**config.mk**
```make
export PLATFORM = sky130hd
export DESIGN_NAME = param_loader
export DESIGN_NICKNAME = d
export VERILOG_FILES = /design/src/rtl/param_loader.sv
export SDC_FILE = /design/constraint.sdc
export NUM_CORES = 1
export LEC_CHECK = 0
export BUFFER_PORTS_ARGS = -buffer_cell sky130_fd_sc_hd__clkbuf_2
export CAP_MARGIN = 20
export CORE_MARGIN = 2
export CORE_UTILIZATION = 40
export CTS_CLUSTER_DIAMETER = 40
export CTS_CLUSTER_SIZE = 28
export DETAILED_ROUTE_END_ITERATION = 7
export MAX_ROUTING_LAYER = met4
export SYNTH_ARGS = -nofsm -noshare
export SYNTH_HDL_FRONTEND = slang
export SYNTH_SLANG_ARGS = --single-unit
```
**constraint.sdc**
```tcl
create_clock -name clk -period 1.25 [get_ports clk]
set_input_delay 0.25 -clock clk [delete_from_list [all_inputs] [get_ports clk]]
set_output_delay 0.25 -clock clk [all_outputs]
set_load 0.01 [all_outputs]
```
**src/rtl/param_loader.sv**
```systemverilog
// Host-side transmitter for the neuron parameter shift chain: takes bytes over
// valid/ready and shifts them out MSB-first, strobing setup once per bit.
module param_loader #(
  parameter int CHAIN_BITS = 88,
  parameter int CNT_BITS   = $clog2(CHAIN_BITS + 1)
) (
  input  logic       clk,
  input  logic       reset,
  input  logic       start,
  input  logic [7:0] in_data,
  input  logic       in_valid,
  output logic       in_ready,
  output logic       setup,
  output logic       param_bit,
  output logic       busy,
  output logic       done,
  output logic [1:0] state_dbg
);

  // Handshake: a byte transfers on a rising clk edge where in_valid && in_ready.
  // in_ready is high only in FETCH; in_data must be stable while in_valid is high.
  typedef enum logic [1:0] {
    IDLE  = 2'd0,
    FETCH = 2'd1,
    SHIFT = 2'd2,
    DONE  = 2'd3
  } state_t;

  localparam logic [CNT_BITS-1:0] LAST_IDX = CNT_BITS'(CHAIN_BITS - 1);
  localparam logic [CNT_BITS-1:0] CNT_ONE  = CNT_BITS'(1);

  state_t              state;
  logic [7:0]          shreg;
  logic [2:0]          bit_cnt;
  logic [CNT_BITS-1:0] total_cnt;
  logic                chain_end;
  logic                byte_end;

  // chain_end also covers the partial final byte: its unused low bits are dropped.
  assign chain_end = (total_cnt == LAST_IDX);
  assign byte_end  = (bit_cnt == 3'd7) || chain_end;
  assign state_dbg = state;

  // Outputs are registered alongside the state so they change only with it.
  always_ff @(posedge clk or posedge reset) begin
    if (reset) begin
      state     <= IDLE;
      shreg     <= '0;
      bit_cnt   <= '0;
      total_cnt <= '0;
      in_ready  <= 1'b0;
      setup     <= 1'b0;
      param_bit <= 1'b0;
      busy      <= 1'b0;
      done      <= 1'b0;
    end else begin
      case (state)
        IDLE: begin
          if (start) begin
            total_cnt <= '0;
            state     <= FETCH;
            in_ready  <= 1'b1;
            busy      <= 1'b1;
          end
        end
        FETCH: begin
          if (in_valid && in_ready) begin
            shreg     <= in_data;
            bit_cnt   <= '0;
            state     <= SHIFT;
            in_ready  <= 1'b0;
            setup     <= 1'b1;
            param_bit <= in_data[7];
          end
        end
        SHIFT: begin
          shreg     <= {shreg[6:0], 1'b0};
          bit_cnt   <= bit_cnt + 3'd1;
          total_cnt <= total_cnt + CNT_ONE;
          param_bit <= shreg[6];
          if (byte_end) begin
            setup     <= 1'b0;
            param_bit <= 1'b0;
            if (chain_end) begin
              state <= DONE;
              done  <= 1'b1;
            end else begin
              state    <= FETCH;
              in_ready <= 1'b1;
            end
          end
        end
        DONE: begin
          done  <= 1'b0;
          busy  <= 1'b0;
          state <= IDLE;
        end
        default: begin
          state     <= IDLE;
          in_ready  <= 1'b0;
          setup     <= 1'b0;
          param_bit <= 1'b0;
          busy      <= 1'b0;
          done      <= 1'b0;
        end
      endcase
    end
  end

endmodule

```
### After elaboration in Yosys (flattened, before gate mapping)

Cells that the tools add are included.

| operators by class | value |
|---|---|
| reductions and logical operators | 15 |
| add/subtract/negate cells | 2 |
| mux-type cells | 26 |
| equality and inequality tests | 10 |

Operator list:

| operator | number |
|---|---|
| one-hot mux 7 bit (2 select lines) | 2 |
| two-way mux 7 bit | 2 |
| two-way mux 1 bit | 10 |
| != test 2 bit (second input constant) | 5 |
| AND reduction 3 bit | 3 |
| two-way mux 2 bit | 4 |
| one-hot mux 1 bit (2 select lines) | 4 |
| one-hot mux 2 bit (4 select lines) | 1 |
| nonzero test 2 bit | 4 |
| adder 7 x 1 -> 7 bit (second input constant) | 1 |
| equality test 7 bit (second input constant) | 1 |
| one-hot mux 3 bit (2 select lines) | 1 |
| AND reduction 2 bit | 3 |
| AND reduction 5 bit | 1 |
| equality test 2 bit (second input constant) | 2 |
| adder 3 x 1 -> 3 bit (second input constant) | 1 |
| equality test 3 bit (second input constant) | 1 |
| two-way mux 3 bit | 1 |
| one-hot mux 1 bit (3 select lines) | 1 |
| nonzero test 3 bit | 1 |
| equality test 2 x 1 -> 1 bit (second input constant) | 1 |
| zero test 2 bit | 1 |
| logical AND 1 bit | 1 |
| logical OR 1 bit | 1 |

| word-level totals | value |
|---|---|
| word-level logic and storage cells | 62 |
| register bits after elaboration | 24 |
| output and inout bits | 7 |
| input bits | 12 |

### Depth between registers and ports, before layout

| depth | value |
|---|---|
| word-level depth | 4 |
| mapped depth | 5 |
| depth with buffers taken out | 5 |

### Worst setup path after synthesis

Ideal clock, no wire load.

| path | value |
|---|---|
| path kind | reg-to-reg |
| start point | register state[0], in the netlist state_dbg[0] |
| end point | register total_cnt[5] |
| setup slack | -0.113 ns |
| data required time | 1.181 ns |
| setup time | 0.069 ns |
| period minus slack after synthesis | 1.363 ns |
| arrival time | 1.294 ns |
| stages on the path, launching flop included | 5 |
| buffers on the path | 1 |
| cells stage by stage | dfrtp_1 -> nand2b_1 -> buf_6 -> or4_1 -> nand3_1 |

| between the ends | value |
|---|---|
| longest elaborated chain between the ends | 3 |
| elaborated cells between the ends (all ways) | 6 |
| those cells by class | 2 x eq/ne; 1 x mux; 3 x reduce/logical |

Ends and longest elaborated chain:

| what | line | source |
|---|---|---|
| from (decl) | 32 | `state_t state;` |
| from (signal assigned) | 47 | `state <= IDLE;` |
| from (signal assigned) | 61 | `state <= FETCH;` |
| from (signal assigned) | 70 | `state <= SHIFT;` |
| equality test 2 bit / zero test 2 bit (equally long branches) | 57 | `case (state)` |
| nonzero test 2 bit (no line) / != test 2 bit (equally long branches) | -- |  |
| AND reduction 2 bit (no line) | -- |  |
| to (signal assigned) | 79 | `total_cnt <= total_cnt + CNT_ONE;` |
| to (decl) | 35 | `logic [CNT_BITS-1:0] total_cnt;` |

Several ways; a longest one is shown, not always the timed one.
A chain may end at the register's enable or synchronous reset.

### Worst setup path in the final report

| path | value |
|---|---|
| start point | register state[0], in the netlist state_dbg[0] |
| end point | output port state_dbg[0] |

RTL lines:

| what | line | source |
|---|---|---|
| to (decl) | 17 | `output logic [1:0] state_dbg` |

No word-level cell between the ends.

==> results.yml <==
logic_synthesis:
  synthCells: 128
  synth_compound_area_share_pct: 22.0
  syn_nets: 143
  synth.ff_latch_count: 24
  netlist_area_um2: 1190
  yosysSeqAreaShare_pct: 50.3
  syn_avg_cell_area_um2: 9.33
  synth-simple-area-share_pct: 18.7
  yosys_warnings: 0
  synth_top_family_by_area: "compound AO/OA/AOI/OAI gates"
  synthMuxAreaShare_pct: 0.839
  synthAdderAreaFrac_pct: 3.14
  synthXorXnorAreaFrac_pct: 0
  synth_cell_type_count: 34
min_path:
  hold_class: "in2reg"
outcome:
  status: "complete, but fails checks"
  failed_checks: "DRC, setup timing"
timing:
  max_slew_margin_pct: 78.9
  final.min_clock_period_ns: 1.35
  rsz0062_at_grt: "yes"
  fin_ws_ns: -0.0956
  worst_pin_slew_ns: 0.316
  whs_ns: 0.138
  maxSlewViolCount: 0
  fmax_mhz: 743
  fin_crit_sh_pct: 108
  setup_viol_count_final: 14
  fin_tns_setup_ns: -0.531
  skew_ns: 0.00444
  finalHoldViolCount: 0
power_and_ir_drop:
  power_frac_clock_pct: 8.1
  swShare_pct: 38.6
  seqPwrFrac_pct: 32.5
  cellInternalPower_w: 0.00255
  power.switching_w: 0.00160
  ir_drop_mv: 1.03
  combPwrFrac_pct: 59.4
  powerDensity_nw_per_um2: 2200
  leakage_nw: 0.856
placed_design:
  dp.final_hpwl_um: 1950
  pre_cts_ws_ns: -0.0156
  portBuffers: 18
  post-place-cells: 192
  gp_congestion: 0.770
setup_path:
  slowest_stage: "dfrtp_1"
  end_kind: "primary output"
  crit_family: "flip-flops"
  critPathRequiredTime_ns: 1.00
  slowest_delay_ns: 0.44
  cp_common_cell: "buf_6"
  path_max_fanout: 2
  critical_path_arrival_ns: 1.10
  crit_buf_inv: 3
  crit_type: "reg2out"
  start_kind: "flip-flop"
  path_cells: "buf_6 -> buf_6 -> buf_6"
clock_network:
  cts_tree: "yes"
  cts_root_buf: "clkbuf_4"
  path_clk_slew_ns: 0.12
  cts_buffer_depth: 2
  clk_latency_ns: 0.31
  cts_buffers: 3
  h-tree-depth: 1
  cts.sinks: 24
global_routing:
  grt_pass1_wl_um: 5020
  grt_max_degree: 25
  grt.overflow.total: 0
  antenna_found_initial: 0
  grt_pass1_vias: 1153
  grt_usage_pct: 19.7
routing:
  vias: 1181
  routedWlPerCell_um: 15.5
  firstDrtPassIters: 6
  viasPerCell: 5.62
  drtIter0Drc: 32
  drt.antenna.violating_nets: 0
  wirelength_um: 3250
  drc_errors: 3
finish:
  final_common_cell: "buf_4"
  final_core_util_pct: 67.4
  syn_to_final_growth_pct: 58.4
  layout.nets: 196
  antennaDiodeCount: 0
  layout-drive-gt1-share_pct: 58.1
  fillCellCount: 214
  layout.cells.non_filler: 210
  mostFrequentLayoutCells: "buf_4, dfrtp_1, buf_6"
die:
  coreArea_um2: 2810
  rows: 19
  initial_core_util_pct: 42.6
  fp.dieH_um: 58.6
  fp.dieW_um: 58.6
  ioPinCount: 19
  die-area_um2: 3440
flow_run:
  drv_cap: 0
worst min-delay path, stage by stage:
cell	delay (ns)
clkbuf_2	0.08
nand2_1	0.04
nand2_1	0.06
sequential cells by signal, indices dropped and copies added (netlist names):
| register | count |
|---|---|
| bit_cnt | 3 |
| busy | 1 |
| setup | 1 |
| done | 1 |
| in_ready | 1 |
| state_dbg | 2 |
| shreg | 7 |
| total_cnt | 7 |
| param_bit | 1 |
kinds of logic after synthesis:
logic type,Yosys count
buffers and inverters,13
muxes,1
and+or+nand+nor,45
adders and majority gates,3
AOI/OAI and AO/OA,42
DFF,24
final timing paths:
path                                    from           end  slack (ns)  cells past startpoint
worst max-delay path            state_dbg[0]  state_dbg[0]        -0.1                      3
worst min-delay path              in_data[0]      shreg[0]        0.14                      3
worst max register to register  state_dbg[0]  total_cnt[5]       -0.09                      4
worst min register to register  total_cnt[6]  total_cnt[6]        0.53                      1
max in group asynchronous              reset  total_cnt[4]        0.50                      4
min in group asynchronous              reset  total_cnt[0]        0.50                      4
cell type report:
type | instances | area, um^2 | area share (%)
clock buffers | 3 | 22.5 | 1.19
inverters | 5 | 18.8 | 0.993
multi-input cells | 91 | 758 | 40.1
flip-flops and latches | 24 | 603 | 31.9
well taps | 31 | 38.8 | 2.05
repair buffers | 56 | 449 | 23.8
layer usage:
metal	up-vias	track usage (%)	wire length, um
met4	0	7.47	70
met2	32	32.3	1580
met1	577	25.1	1480
li1	564	-	-
met3	8	2.20	114
met5	-	-	0
through the flow:
stage	power, W	cell area [um^2]
after global placement	0.00274	1470
final	0.00415	1890
after global routing	0.00445	1890
after CTS	0.00346	1640
after detailed placement	0.00280	1470
after floorplan	0.00216	1210
power groups by stage:
| stage | combinational, W | clock (W) | sequential, W |
|---|---|---|---|
| 2_1_floorplan | 0.000846 | 0 | 0.00131 |
| 3_3_place_gp | 0.00145 | 0 | 0.00129 |
| 3_5_place_dp | 0.00149 | 0 | 0.00131 |
| 4_1_cts | 0.00185 | 0.000347 | 0.00126 |
| 5_1_grt | 0.00269 | 0.000389 | 0.00137 |
| 6_report | 0.00247 | 0.000335 | 0.00135 |
Yosys cell counts:
cell / count / area (um^2)
o2bb2ai_1: 1 / 8.76
and3_1: 1 / 6.26
inv_1: 5 / 18.8
o211ai_1: 1 / 7.51
ha_1: 3 / 37.5
o21bai_1: 1 / 7.51
mux2i_1: 1 / 10.0
and4bb_1: 1 / 12.5
o21ba_2: 1 / 10.0
or3_1: 1 / 6.26
nand4_1: 1 / 6.26
o311a_1: 1 / 10.0
nor2_1: 8 / 30.0
o21ai_0: 7 / 35.0
o22ai_1: 1 / 6.26
dfrtp_1: 24 / 601
buf_2: 3 / 15.0
nand3_1: 7 / 35.0
nand4b_1: 1 / 8.76
clkbuf_1: 4 / 15.0
or4_1: 1 / 7.51
nor3b_1: 1 / 7.51
a31oi_1: 4 / 25.0
a311o_1: 1 / 10.0
a31o_2: 1 / 8.76
o22a_1: 1 / 8.76
nand2_1: 18 / 67.6
a22o_1: 2 / 17.5
nor2b_1: 2 / 12.5
nand2b_1: 2 / 12.5
a41oi_1: 2 / 17.5
buf_6: 1 / 11.3
a21oi_1: 18 / 90.1
and4b_1: 1 / 10.0
what timing repair did:
item                       4_1_cts  5_1_grt
hold buffers                     1        0
hold endpoints to repair        24        0
pin swaps                       10       22
setup endpoints to repair       13       25
gates cloned                     0        1
gates resized for setup         19       57
setup buffers                   10        5
Note: power is estimated with default switching activity, not from simulation.
